[src/rtl/cruise_speed_regulator_if.sv]
// ----------------------------------------------------------------------------
// cruise_speed_regulator_if
//
// Bundles every signal exchanged between the cruise regulator and the rest of
// the vehicle: the driver controls, the current speed, the comparator result
// flags coming back, and the regulator's outputs.
//
// Signals
//   speed        [7:0]  current vehicle speed (unsigned)
//   set_btn              latch speed as target and engage (level)
//   inc_btn / dec_btn    target +1 / -1 on each rising edge (level)
//   cancel / brake       disengage
//   G / Eq / L           comparator flags: speed >, ==, < target
//   target       [7:0]  cruise target, feeds comparator b input
//   active               cruise engaged
//   accel_pulse          one-cycle throttle-up request
//   decel_pulse          one-cycle throttle-down request
//   state        [1:0]  IDLE=00, HOLD=01, ACCEL=10, DECEL=11
//   flag_err             previous cycle's flags were not one-hot
//
// Modports
//   master : vehicle / comparator side (drives controls and flags)
//   slave  : the regulator itself
// ----------------------------------------------------------------------------
interface cruise_speed_regulator_if;
  logic [7:0] speed;
  logic       set_btn;
  logic       inc_btn;
  logic       dec_btn;
  logic       cancel;
  logic       brake;
  logic       G;
  logic       Eq;
  logic       L;
  logic [7:0] target;
  logic       active;
  logic       accel_pulse;
  logic       decel_pulse;
  logic [1:0] state;
  logic       flag_err;

  modport master (
    output speed, set_btn, inc_btn, dec_btn, cancel, brake, G, Eq, L,
    input  target, active, accel_pulse, decel_pulse, state, flag_err
  );

  modport slave (
    input  speed, set_btn, inc_btn, dec_btn, cancel, brake, G, Eq, L,
    output target, active, accel_pulse, decel_pulse, state, flag_err
  );
endinterface

[src/rtl/cruise_speed_regulator.sv]
// ----------------------------------------------------------------------------
// cruise_speed_regulator
//
// Closed-loop cruise controller. Holds the target speed (driven to the
// comparator's b input), reads back the comparator's G/Eq/L flags and turns a
// persistent "too slow" / "too fast" indication into rate-limited
// accelerate / decelerate pulses. Driver controls engage, cancel and trim the
// target.
//
// Ports
//   clk    : system clock, everything on the rising edge
//   rst_n  : synchronous active-low reset
//   bus    : cruise_speed_regulator_if.slave (controls, flags, outputs)
//
// Parameters
//   HYST_CYCLES : consecutive identical non-Eq samples needed to leave HOLD
//   STEP_DIV    : cycles between successive accel/decel pulses
//   MIN_SPEED   : lowest legal target
//   MAX_SPEED   : highest legal target
// ----------------------------------------------------------------------------
module cruise_speed_regulator #(
  parameter int         HYST_CYCLES = 4,
  parameter int         STEP_DIV    = 8,
  parameter logic [7:0] MIN_SPEED   = 8'd30,
  parameter logic [7:0] MAX_SPEED   = 8'd200
) (
  input  logic                      clk,
  input  logic                      rst_n,
  cruise_speed_regulator_if.slave   bus
);

  localparam logic [1:0] ST_IDLE  = 2'b00;
  localparam logic [1:0] ST_HOLD  = 2'b01;
  localparam logic [1:0] ST_ACCEL = 2'b10;
  localparam logic [1:0] ST_DECEL = 2'b11;

  // The hysteresis counter may briefly hold HYST_CYCLES+1 (a carried-over G/L
  // sample followed by another when HYST_CYCLES is 1), so size for that.
  localparam int              HCW        = $clog2(HYST_CYCLES + 2);
  localparam int              SCW        = $clog2(STEP_DIV);
  localparam logic [HCW-1:0]  HYST_LIMIT = HCW'(HYST_CYCLES);
  localparam logic [SCW-1:0]  STEP_LAST  = SCW'(STEP_DIV - 1);

  // Direction encoding for the hysteresis run currently being counted.
  localparam logic DIR_G = 1'b0;
  localparam logic DIR_L = 1'b1;

  // --------------------------------------------------------------------------
  // State
  // --------------------------------------------------------------------------
  logic [1:0]     state_reg,    state_next;
  logic [7:0]     target_reg,   target_next;
  logic           active_reg,   active_next;
  logic           flag_err_reg, flag_err_next;
  logic           accel_reg,    accel_next;
  logic           decel_reg,    decel_next;
  logic [HCW-1:0] hyst_cnt_reg, hyst_cnt_next;
  logic           hyst_dir_reg, hyst_dir_next;
  logic [SCW-1:0] step_cnt_reg, step_cnt_next;
  logic           inc_prev_reg;
  logic           dec_prev_reg;

  // --------------------------------------------------------------------------
  // Input decode
  // --------------------------------------------------------------------------
  logic flags_valid;
  logic sample_l;
  logic sample_g;
  logic inc_edge;
  logic dec_edge;
  logic set_ok;
  logic stop_req;
  logic inc_ok;
  logic dec_ok;

  // Exactly one flag high: odd parity rules out 0 and 2 set, and the extra
  // term rules out all three.
  assign flags_valid = (bus.G ^ bus.Eq ^ bus.L) & ~(bus.G & bus.Eq & bus.L);
  assign sample_l    = flags_valid & bus.L;
  assign sample_g    = flags_valid & bus.G;

  assign inc_edge = bus.inc_btn & ~inc_prev_reg;
  assign dec_edge = bus.dec_btn & ~dec_prev_reg;

  assign stop_req = bus.brake | bus.cancel;
  assign set_ok   = bus.set_btn && (bus.speed >= MIN_SPEED) && (bus.speed <= MAX_SPEED);

  // A trim request only counts when it actually moves the target; a press
  // at a limit or a simultaneous inc+dec falls through to flag regulation.
  assign inc_ok = active_reg && inc_edge && !dec_edge && (target_reg < MAX_SPEED);
  assign dec_ok = active_reg && dec_edge && !inc_edge && (target_reg > MIN_SPEED);

  // --------------------------------------------------------------------------
  // Next-state logic
  // --------------------------------------------------------------------------
  logic [HCW-1:0] hyst_run;

  always_comb begin
    state_next    = state_reg;
    target_next   = target_reg;
    active_next   = active_reg;
    hyst_cnt_next = hyst_cnt_reg;
    hyst_dir_next = hyst_dir_reg;
    hyst_run      = '0;

    // flag_err is reported in every state, including IDLE.
    flag_err_next = ~flags_valid;

    if (stop_req) begin
      state_next    = ST_IDLE;
      active_next   = 1'b0;
      hyst_cnt_next = '0;
    end else if (set_ok) begin
      target_next   = bus.speed;
      state_next    = ST_HOLD;
      active_next   = 1'b1;
      hyst_cnt_next = '0;
    end else if (inc_ok) begin
      target_next   = target_reg + 8'd1;
      state_next    = ST_HOLD;
      hyst_cnt_next = '0;
    end else if (dec_ok) begin
      target_next   = target_reg - 8'd1;
      state_next    = ST_HOLD;
      hyst_cnt_next = '0;
    end else begin
      case (state_reg)
        ST_HOLD: begin
          if (sample_l || sample_g) begin
            // Extend the run only if it is the same direction as before.
            if ((hyst_cnt_reg != '0) && (hyst_dir_reg == sample_l))
              hyst_run = hyst_cnt_reg + HCW'(1);
            else
              hyst_run = HCW'(1);
            hyst_dir_next = sample_l ? DIR_L : DIR_G;
            if (hyst_run >= HYST_LIMIT) begin
              state_next    = sample_l ? ST_ACCEL : ST_DECEL;
              hyst_cnt_next = '0;
            end else begin
              hyst_cnt_next = hyst_run;
            end
          end else begin
            // Eq or an invalid sample breaks the run.
            hyst_cnt_next = '0;
          end
        end

        ST_ACCEL: begin
          if (!sample_l) begin
            // Leaving on an opposite-direction sample seeds the DECEL run.
            state_next    = ST_HOLD;
            hyst_cnt_next = sample_g ? HCW'(1) : '0;
            hyst_dir_next = DIR_G;
          end
        end

        ST_DECEL: begin
          if (!sample_g) begin
            state_next    = ST_HOLD;
            hyst_cnt_next = sample_l ? HCW'(1) : '0;
            hyst_dir_next = DIR_L;
          end
        end

        default: begin
          // IDLE: flags are ignored.
        end
      endcase
    end
  end

  // --------------------------------------------------------------------------
  // Step counter and pulse generation. The counter restarts on every entry
  // into ACCEL/DECEL, so the first pulse lands on the STEP_DIV-th cycle in the
  // state. Pulses are registered from the next-state values so they line up
  // with the state/counter they belong to and never glitch.
  // --------------------------------------------------------------------------
  logic moving_next;

  always_comb begin
    moving_next   = (state_next == ST_ACCEL) || (state_next == ST_DECEL);
    step_cnt_next = '0;
    if (moving_next && (state_next == state_reg)) begin
      if (step_cnt_reg == STEP_LAST)
        step_cnt_next = '0;
      else
        step_cnt_next = step_cnt_reg + SCW'(1);
    end
    accel_next = (state_next == ST_ACCEL) && (step_cnt_next == STEP_LAST);
    decel_next = (state_next == ST_DECEL) && (step_cnt_next == STEP_LAST);
  end

  // --------------------------------------------------------------------------
  // Registers
  // --------------------------------------------------------------------------
  always_ff @(posedge clk) begin
    if (!rst_n) begin
      state_reg    <= ST_IDLE;
      target_reg   <= 8'd0;
      active_reg   <= 1'b0;
      flag_err_reg <= 1'b0;
      accel_reg    <= 1'b0;
      decel_reg    <= 1'b0;
      hyst_cnt_reg <= '0;
      hyst_dir_reg <= DIR_G;
      step_cnt_reg <= '0;
      inc_prev_reg <= 1'b0;
      dec_prev_reg <= 1'b0;
    end else begin
      state_reg    <= state_next;
      target_reg   <= target_next;
      active_reg   <= active_next;
      flag_err_reg <= flag_err_next;
      accel_reg    <= accel_next;
      decel_reg    <= decel_next;
      hyst_cnt_reg <= hyst_cnt_next;
      hyst_dir_reg <= hyst_dir_next;
      step_cnt_reg <= step_cnt_next;
      // Button history always tracks the pins so a press held through IDLE
      // or a higher-priority command is not seen as a fresh edge later.
      inc_prev_reg <= bus.inc_btn;
      dec_prev_reg <= bus.dec_btn;
    end
  end

  // --------------------------------------------------------------------------
  // Outputs
  // --------------------------------------------------------------------------
  assign bus.target      = target_reg;
  assign bus.active      = active_reg;
  assign bus.accel_pulse = accel_reg;
  assign bus.decel_pulse = decel_reg;
  assign bus.state       = state_reg;
  assign bus.flag_err    = flag_err_reg;

endmodule

[src/flat_wrapper.sv]
// flat-port wrapper written by rule: the top's interface ports become plain ports
module cruise_speed_regulator_flat 
#(
  parameter int         HYST_CYCLES = 4,
  parameter int         STEP_DIV    = 8,
  parameter logic [7:0] MIN_SPEED   = 8'd30,
  parameter logic [7:0] MAX_SPEED   = 8'd200
)
  (clk, rst_n, bus_speed, bus_set_btn, bus_inc_btn, bus_dec_btn, bus_cancel, bus_brake, bus_G, bus_Eq, bus_L, bus_target, bus_active, bus_accel_pulse, bus_decel_pulse, bus_state, bus_flag_err);
  cruise_speed_regulator_if bus_i ();
  input  logic clk;
  input  logic rst_n;
  input wire logic [$bits(bus_i.speed)-1:0] bus_speed;
  input wire logic [$bits(bus_i.set_btn)-1:0] bus_set_btn;
  input wire logic [$bits(bus_i.inc_btn)-1:0] bus_inc_btn;
  input wire logic [$bits(bus_i.dec_btn)-1:0] bus_dec_btn;
  input wire logic [$bits(bus_i.cancel)-1:0] bus_cancel;
  input wire logic [$bits(bus_i.brake)-1:0] bus_brake;
  input wire logic [$bits(bus_i.G)-1:0] bus_G;
  input wire logic [$bits(bus_i.Eq)-1:0] bus_Eq;
  input wire logic [$bits(bus_i.L)-1:0] bus_L;
  output wire logic [$bits(bus_i.target)-1:0] bus_target;
  output wire logic [$bits(bus_i.active)-1:0] bus_active;
  output wire logic [$bits(bus_i.accel_pulse)-1:0] bus_accel_pulse;
  output wire logic [$bits(bus_i.decel_pulse)-1:0] bus_decel_pulse;
  output wire logic [$bits(bus_i.state)-1:0] bus_state;
  output wire logic [$bits(bus_i.flag_err)-1:0] bus_flag_err;
  assign bus_i.speed = bus_speed;
  assign bus_i.set_btn = bus_set_btn;
  assign bus_i.inc_btn = bus_inc_btn;
  assign bus_i.dec_btn = bus_dec_btn;
  assign bus_i.cancel = bus_cancel;
  assign bus_i.brake = bus_brake;
  assign bus_i.G = bus_G;
  assign bus_i.Eq = bus_Eq;
  assign bus_i.L = bus_L;
  assign bus_target = bus_i.target;
  assign bus_active = bus_i.active;
  assign bus_accel_pulse = bus_i.accel_pulse;
  assign bus_decel_pulse = bus_i.decel_pulse;
  assign bus_state = bus_i.state;
  assign bus_flag_err = bus_i.flag_err;
  cruise_speed_regulator #(.HYST_CYCLES(HYST_CYCLES), .STEP_DIV(STEP_DIV), .MIN_SPEED(MIN_SPEED), .MAX_SPEED(MAX_SPEED)) u_core (.clk(clk), .rst_n(rst_n), .bus(bus_i));
endmodule
[config.mk]
export PLATFORM = sky130hd
export DESIGN_NAME = cruise_speed_regulator_flat
export DESIGN_NICKNAME = d
export VERILOG_FILES = /design/src/rtl/cruise_speed_regulator_if.sv /design/src/rtl/cruise_speed_regulator.sv /design/src/flat_wrapper.sv
export SDC_FILE = /design/constraint.sdc
export NUM_CORES = 1
export LEC_CHECK = 0
export BUFFER_PORTS_ARGS = -buffer_cell sky130_fd_sc_hd__buf_2
export CORE_MARGIN = 4
export CORE_UTILIZATION = 55
export DETAILED_ROUTE_END_ITERATION = 6
export HOLD_SLACK_MARGIN = 0.03
export PLACE_DENSITY = 0.81
export SYNTH_ARGS = -nofsm -noshare
export SYNTH_HDL_FRONTEND = slang
export SYNTH_SLANG_ARGS = --single-unit
[constraint.sdc]
create_clock -name clk -period 3 [get_ports clk]
set_input_delay 0.3 -clock clk [delete_from_list [all_inputs] [get_ports clk]]
set_output_delay 0.3 -clock clk [all_outputs]
set_load 0.01 [all_outputs]
======== Word level (Yosys, flattened, before mapping) ========
Cells that the tools add are included.
word-level totals
  bits of input ports ..................... 18
  logic and storage cells ................. 109
  flip-flop bits (word level) ............. 23
  output and inout port bits .............. 14
cells by class
  $lt $le $gt $ge ......................... 5
  bitwise logic cells ..................... 19
  equality and inequality tests ........... 12
  add/subtract/negate cells ............... 4
  multiplexer cells ....................... 34
  reductions and logical operators ........ 24
operators with widths
  kind                                                                number
  two-way mux 3 bit                                                   13
  two-way mux 8 bit                                                   3
  two-way mux 2 bit                                                   8
  logical AND 1 bit                                                   12
  inverter 1 bit                                                      9
  case mux 3 bit (3 select lines)                                     1
  nonzero test 3 bit                                                  3
  adder 8 x 1 -> 8 bit (second input constant)                        1
  == test 2 bit (second input constant)                               4
  greater-or-equal comparator 8 x 5 -> 1 bit (second input constant)  1
  > comparator 8 x 5 -> 1 bit (second input constant)                 1
  <= comparator 8 bit (second input constant)                         1
  < comparator 8 bit (second input constant)                          1
  AND reduction 8 bit                                                 1
  subtractor 8 x 1 -> 8 bit (second input constant)                   1
  AND 1 bit                                                           7
  two-way mux 1 bit                                                   7
  adder 3 x 1 -> 3 bit (second input constant)                        2
  == test 3 bit (second input constant)                               2
  case mux 2 bit (3 select lines)                                     1
  OR reduction 5 bit                                                  1
  != test 2 bit (second input constant)                               2
  greater-or-equal comparator 3 bit (second input constant)           1
  case mux 1 bit (3 select lines)                                     1
  other kinds (11)                                                    14

======== Depth between registers and ports, before layout ========
  depth after elaboration ................. 28
  mapped depth ............................ 9
  gate-level depth less buffers ........... 9

======== Least setup slack after synthesis ========
OpenSTA, ideal clock, no wires.
  path type ............................... reg2reg
  from .................................... register u_core.target_reg[6], in the netlist u_core.bus.target[6]
  to ...................................... register u_core.target_reg[6], in the netlist u_core.bus.target[6]
  setup time .............................. 139 ps
  path buffers ............................ 0
  period minus slack after synthesis ...... 2,446 ps
  data required time ...................... 2,861 ps
  arrival ................................. 2,307 ps
  path slack .............................. 554 ps
  stages on the path, launching flop included .. 10
  path through ............................ dfxtp_1 > o31ai_1 > o211ai_1 > ha_1 > a211oi_1 > o21bai_1 > a21oi_1 > xnor2_1 > o21ai_0 > a31oi_1
between the ends
  word-level cells in the longest chain between the ends .. 4
  elaborated cells between the ends (all ways) .. 11
  classes of those cells .................. add/sub (2); order compare (2); mux (3); reduce/logical (4)
RTL lines
  what                                                             RTL line                       source
  start: declaration                                               cruise_speed_regulator.sv:52   logic [7:0] target_reg, target_next;
  start signal: assignment                                         cruise_speed_regulator.sv:211  target_reg <= target_next;
  subtractor 8 x 1 -> 8 bit (tied with other cells)                cruise_speed_regulator.sv:123  target_next = target_reg - 8'd1;
  two-way mux 8 bit (tied with other cells)                        cruise_speed_regulator.sv:122  end else if (dec_ok) begin
  two-way mux 8 bit / nonzero test 3 bit (equally long branches)   n/a
  two-way mux 8 bit / AND reduction 2 bit (equally long branches)  n/a
Several ways; a longest one is shown, not always the timed one. The select of a mux whose other input is x is not followed.
A chain may end at the register's enable or synchronous reset.

======== Worst setup path after layout ========
  from .................................... register u_core.target_reg[3], in the netlist u_core.bus.target[3]
  to ...................................... register u_core.target_reg[6], in the netlist u_core.bus.target[6]
Same word-level chain as after synthesis.

==> run metrics <==
status=finished, final reports clean; Max-slew headroom=0.588; Synth area leaders=dfxtp_1, ha_1, nor2_1; top-area cell type share of the netlist area=0.288; vias=~1600; Final Hold Viols=0; via count of the first global-routing pass=1517; Unique masters post-synth=52; total CTS buffers=3; first-pass GRT wire length=6620 um; PwrDens=between 300 and 400 nW/um^2; Die Footprint=about 3800 um^2; Net Sw Power=0.197 mW; Post-CTS Setup Inserts=0; Crit Path Class=flop to flop; DR pass1 iterations=4; Net Sw Frac=0.312; WL/cell=16.4 um; IO buf count=31; final setup vio count=0; initial antenna violation count=0; Sum Neg Setup Slack=0 ns; Post-synth EDFFs=0; slowest stage cell, crit path=fa_1; Synth Area per Inst=8.65 um^2; H-tree Lvls=1; Overflow after GRT=0; largest net degree at the start of global routing=15; total global routing track utilization=0.228; CTS Hold Buffers Added=0; Peak VDD IR=0.232 mV; Worst-path clk slew=around 0.13 ns; arrival time worst endpoint=slightly below 3 ns; Max Slew Vio Count=0; Post-layout nets=~250; Clock Skews=a little under 0.006 ns; Bufs on Longest Clock Path=2; min cycle time layout=~2.7 ns; Critical Path RT=approximately 3.2 ns; Core Footprint=~2800 um^2; Comb pwr share=0.262; Buf+Inv Stages, Crit Path=0; crit end category=flop; Mapped Nets=roughly 220; Clock power frac=0.222; # clock sinks=23; fraction of registers with async set/reset=0; Rows=19; initial core utilization=0.580; leakage power=0.742 nW; Post-Syn Instances=about 190; CP max FO=6; share of cells above drive strength 1=0.226; sequential-to-total area share from yosys stat=0.288; max incr delay on CP=0.50 ns; cells resized by post-CTS repair=0; Vias/cell=between 6 and 7; fill count=235; DR iter-0 viols=96; die height=roughly 62 um; clk root buf=clkbuf_4; worst-margin pin slew=0.614 ns; count of state elements after synthesis=23; area of the multi-input gates=~1100 um^2; post-route antenna net violation count=0; Int Power=around 0.43 mW; Area Overhead vs Synth=12.4%; worst hold path class=primary input to flop; Clock Latency Late Sink=roughly 0.3 ns; post-layout power=0.631 mW; Startpoint Class=flop; Final Non-Filler Cells=~250; DRC errors left=0; most frequent cells in the layout=buf_2, dfxtp_1, nor2_1, nand2_1; post-layout util=0.652; placed cell count=around 240; Syn Std Cell Area=between 1500 and 2000 um^2; cells along the critical path=o31ai_1, o211ai_1, fa_1, a211oi_1, o21bai_1, a21oi_1, xnor2_1, o21ai_0, a31oi_1; Detailed Route WL=4060 um; Ys Warns=0; RSZ-0062 raised after global routing=false; CP top delay family=compound AO/OA/AOI/OAI gates; Seq pwr share=0.516; commonest non-fill, non-tap cell in the layout=buf_2; post-route clock period utilization=0.887; Max-Cap Viols=0; placer congestion estimate=around 0.92; # diodes=0; Peak Freq=376 MHz; max FFs per register=8; IO Count=32; Most used DFF post-synth=dfxtp_1; Synth area leader=dfxtp_1; HPWL Detailed=roughly 3200 um; CTS tree=yes; Die Wd=61.9 um; Reg area=approximately 460 um^2
## cells in the mapped netlist, types with 2 or more instances
master and number:
buf_6 2, mux2i_1 4, xnor2_1 3, a211oi_1 2, a31oi_1 4, nor4_1 2
and2_1 2, a311oi_1 3, nor2b_1 5, nor3_1 4, a21o_1 3, nand2_1 15
nor2_1 17, and3_1 2, nand3_1 6, dfxtp_1 23, nand2b_1 3, ha_1 11
o21ai_0 11, o31ai_1 2, inv_1 9, a21oi_1 11, and4_1 2, a21boi_0 2
o21bai_1 2, nand4_1 6, o211ai_1 3, a2111oi_2 2
## kinds of logic after synthesis
logic type	after synthesis	share of synthesized area
fa+ha+maj	12	0.0985
buf+inv	14	0.0453
xor+xnor	4	0.0219
flops	23	0.288
mux	5	0.0344
compound gates	54	0.265
simple gates	73	0.247
## routing by layer
metal,wire length (um),global-route usage,vias up,part of all wire
met1,1780,0.270,754,0.44
met4,51,0.0848,0,0.013
li1,-,-,751,-
met5,0,0,-,0
met3,185,0.0351,5,0.046
met2,2040,0.410,47,0.50
## worst paths after layout
check | start | to | slack (ns) | depth (start not counted)
hold reg to reg | u_core.step_cnt_reg[0] | u_core.step_cnt_reg[0] | 0.47 | 1
setup reg to reg | u_core.bus.target[3] | u_core.bus.target[6] | 0.34 | 9
hold / removal | bus_inc_btn | u_core.inc_prev_reg | 0.22 | 2
setup / recovery | u_core.bus.target[3] | u_core.bus.target[6] | 0.34 | 9
## layout make-up
| cell class | instances | area share |
|---|---|---|
| clock buffer | 3 | 0.0125 |
| clock inverter | 1 | 0.00278 |
| sequential | 23 | 0.256 |
| inverter | 9 | 0.0188 |
| multi-input combinational | 148 | 0.594 |
| timing repair buffer | 33 | 0.0946 |
| tap | 31 | 0.0216 |
## metrics by stage
step	area, um^2	worst slack, ns	hold slack [ns]
after global placement	1760	0.397	0.440
after global routing	1800	0.0154	0.212
after CTS	1780	0.272	0.211
after floorplan	1600	0.554	0.422
final	1800	0.339	0.217
after detailed placement	1760	0.321	0.460
## power by group through the flow
stage / Clock (mW) / Combinational, mW / Sequential (mW)
after floorplan: 0 / 0.113 / 0.333
after global placement: 0 / 0.155 / 0.331
after detailed placement: 0 / 0.162 / 0.332
after CTS: 0.144 / 0.163 / 0.325
after global routing: 0.159 / 0.182 / 0.327
final: 0.140 / 0.165 / 0.325
Note: power is estimated with default switching activity, not from simulation.
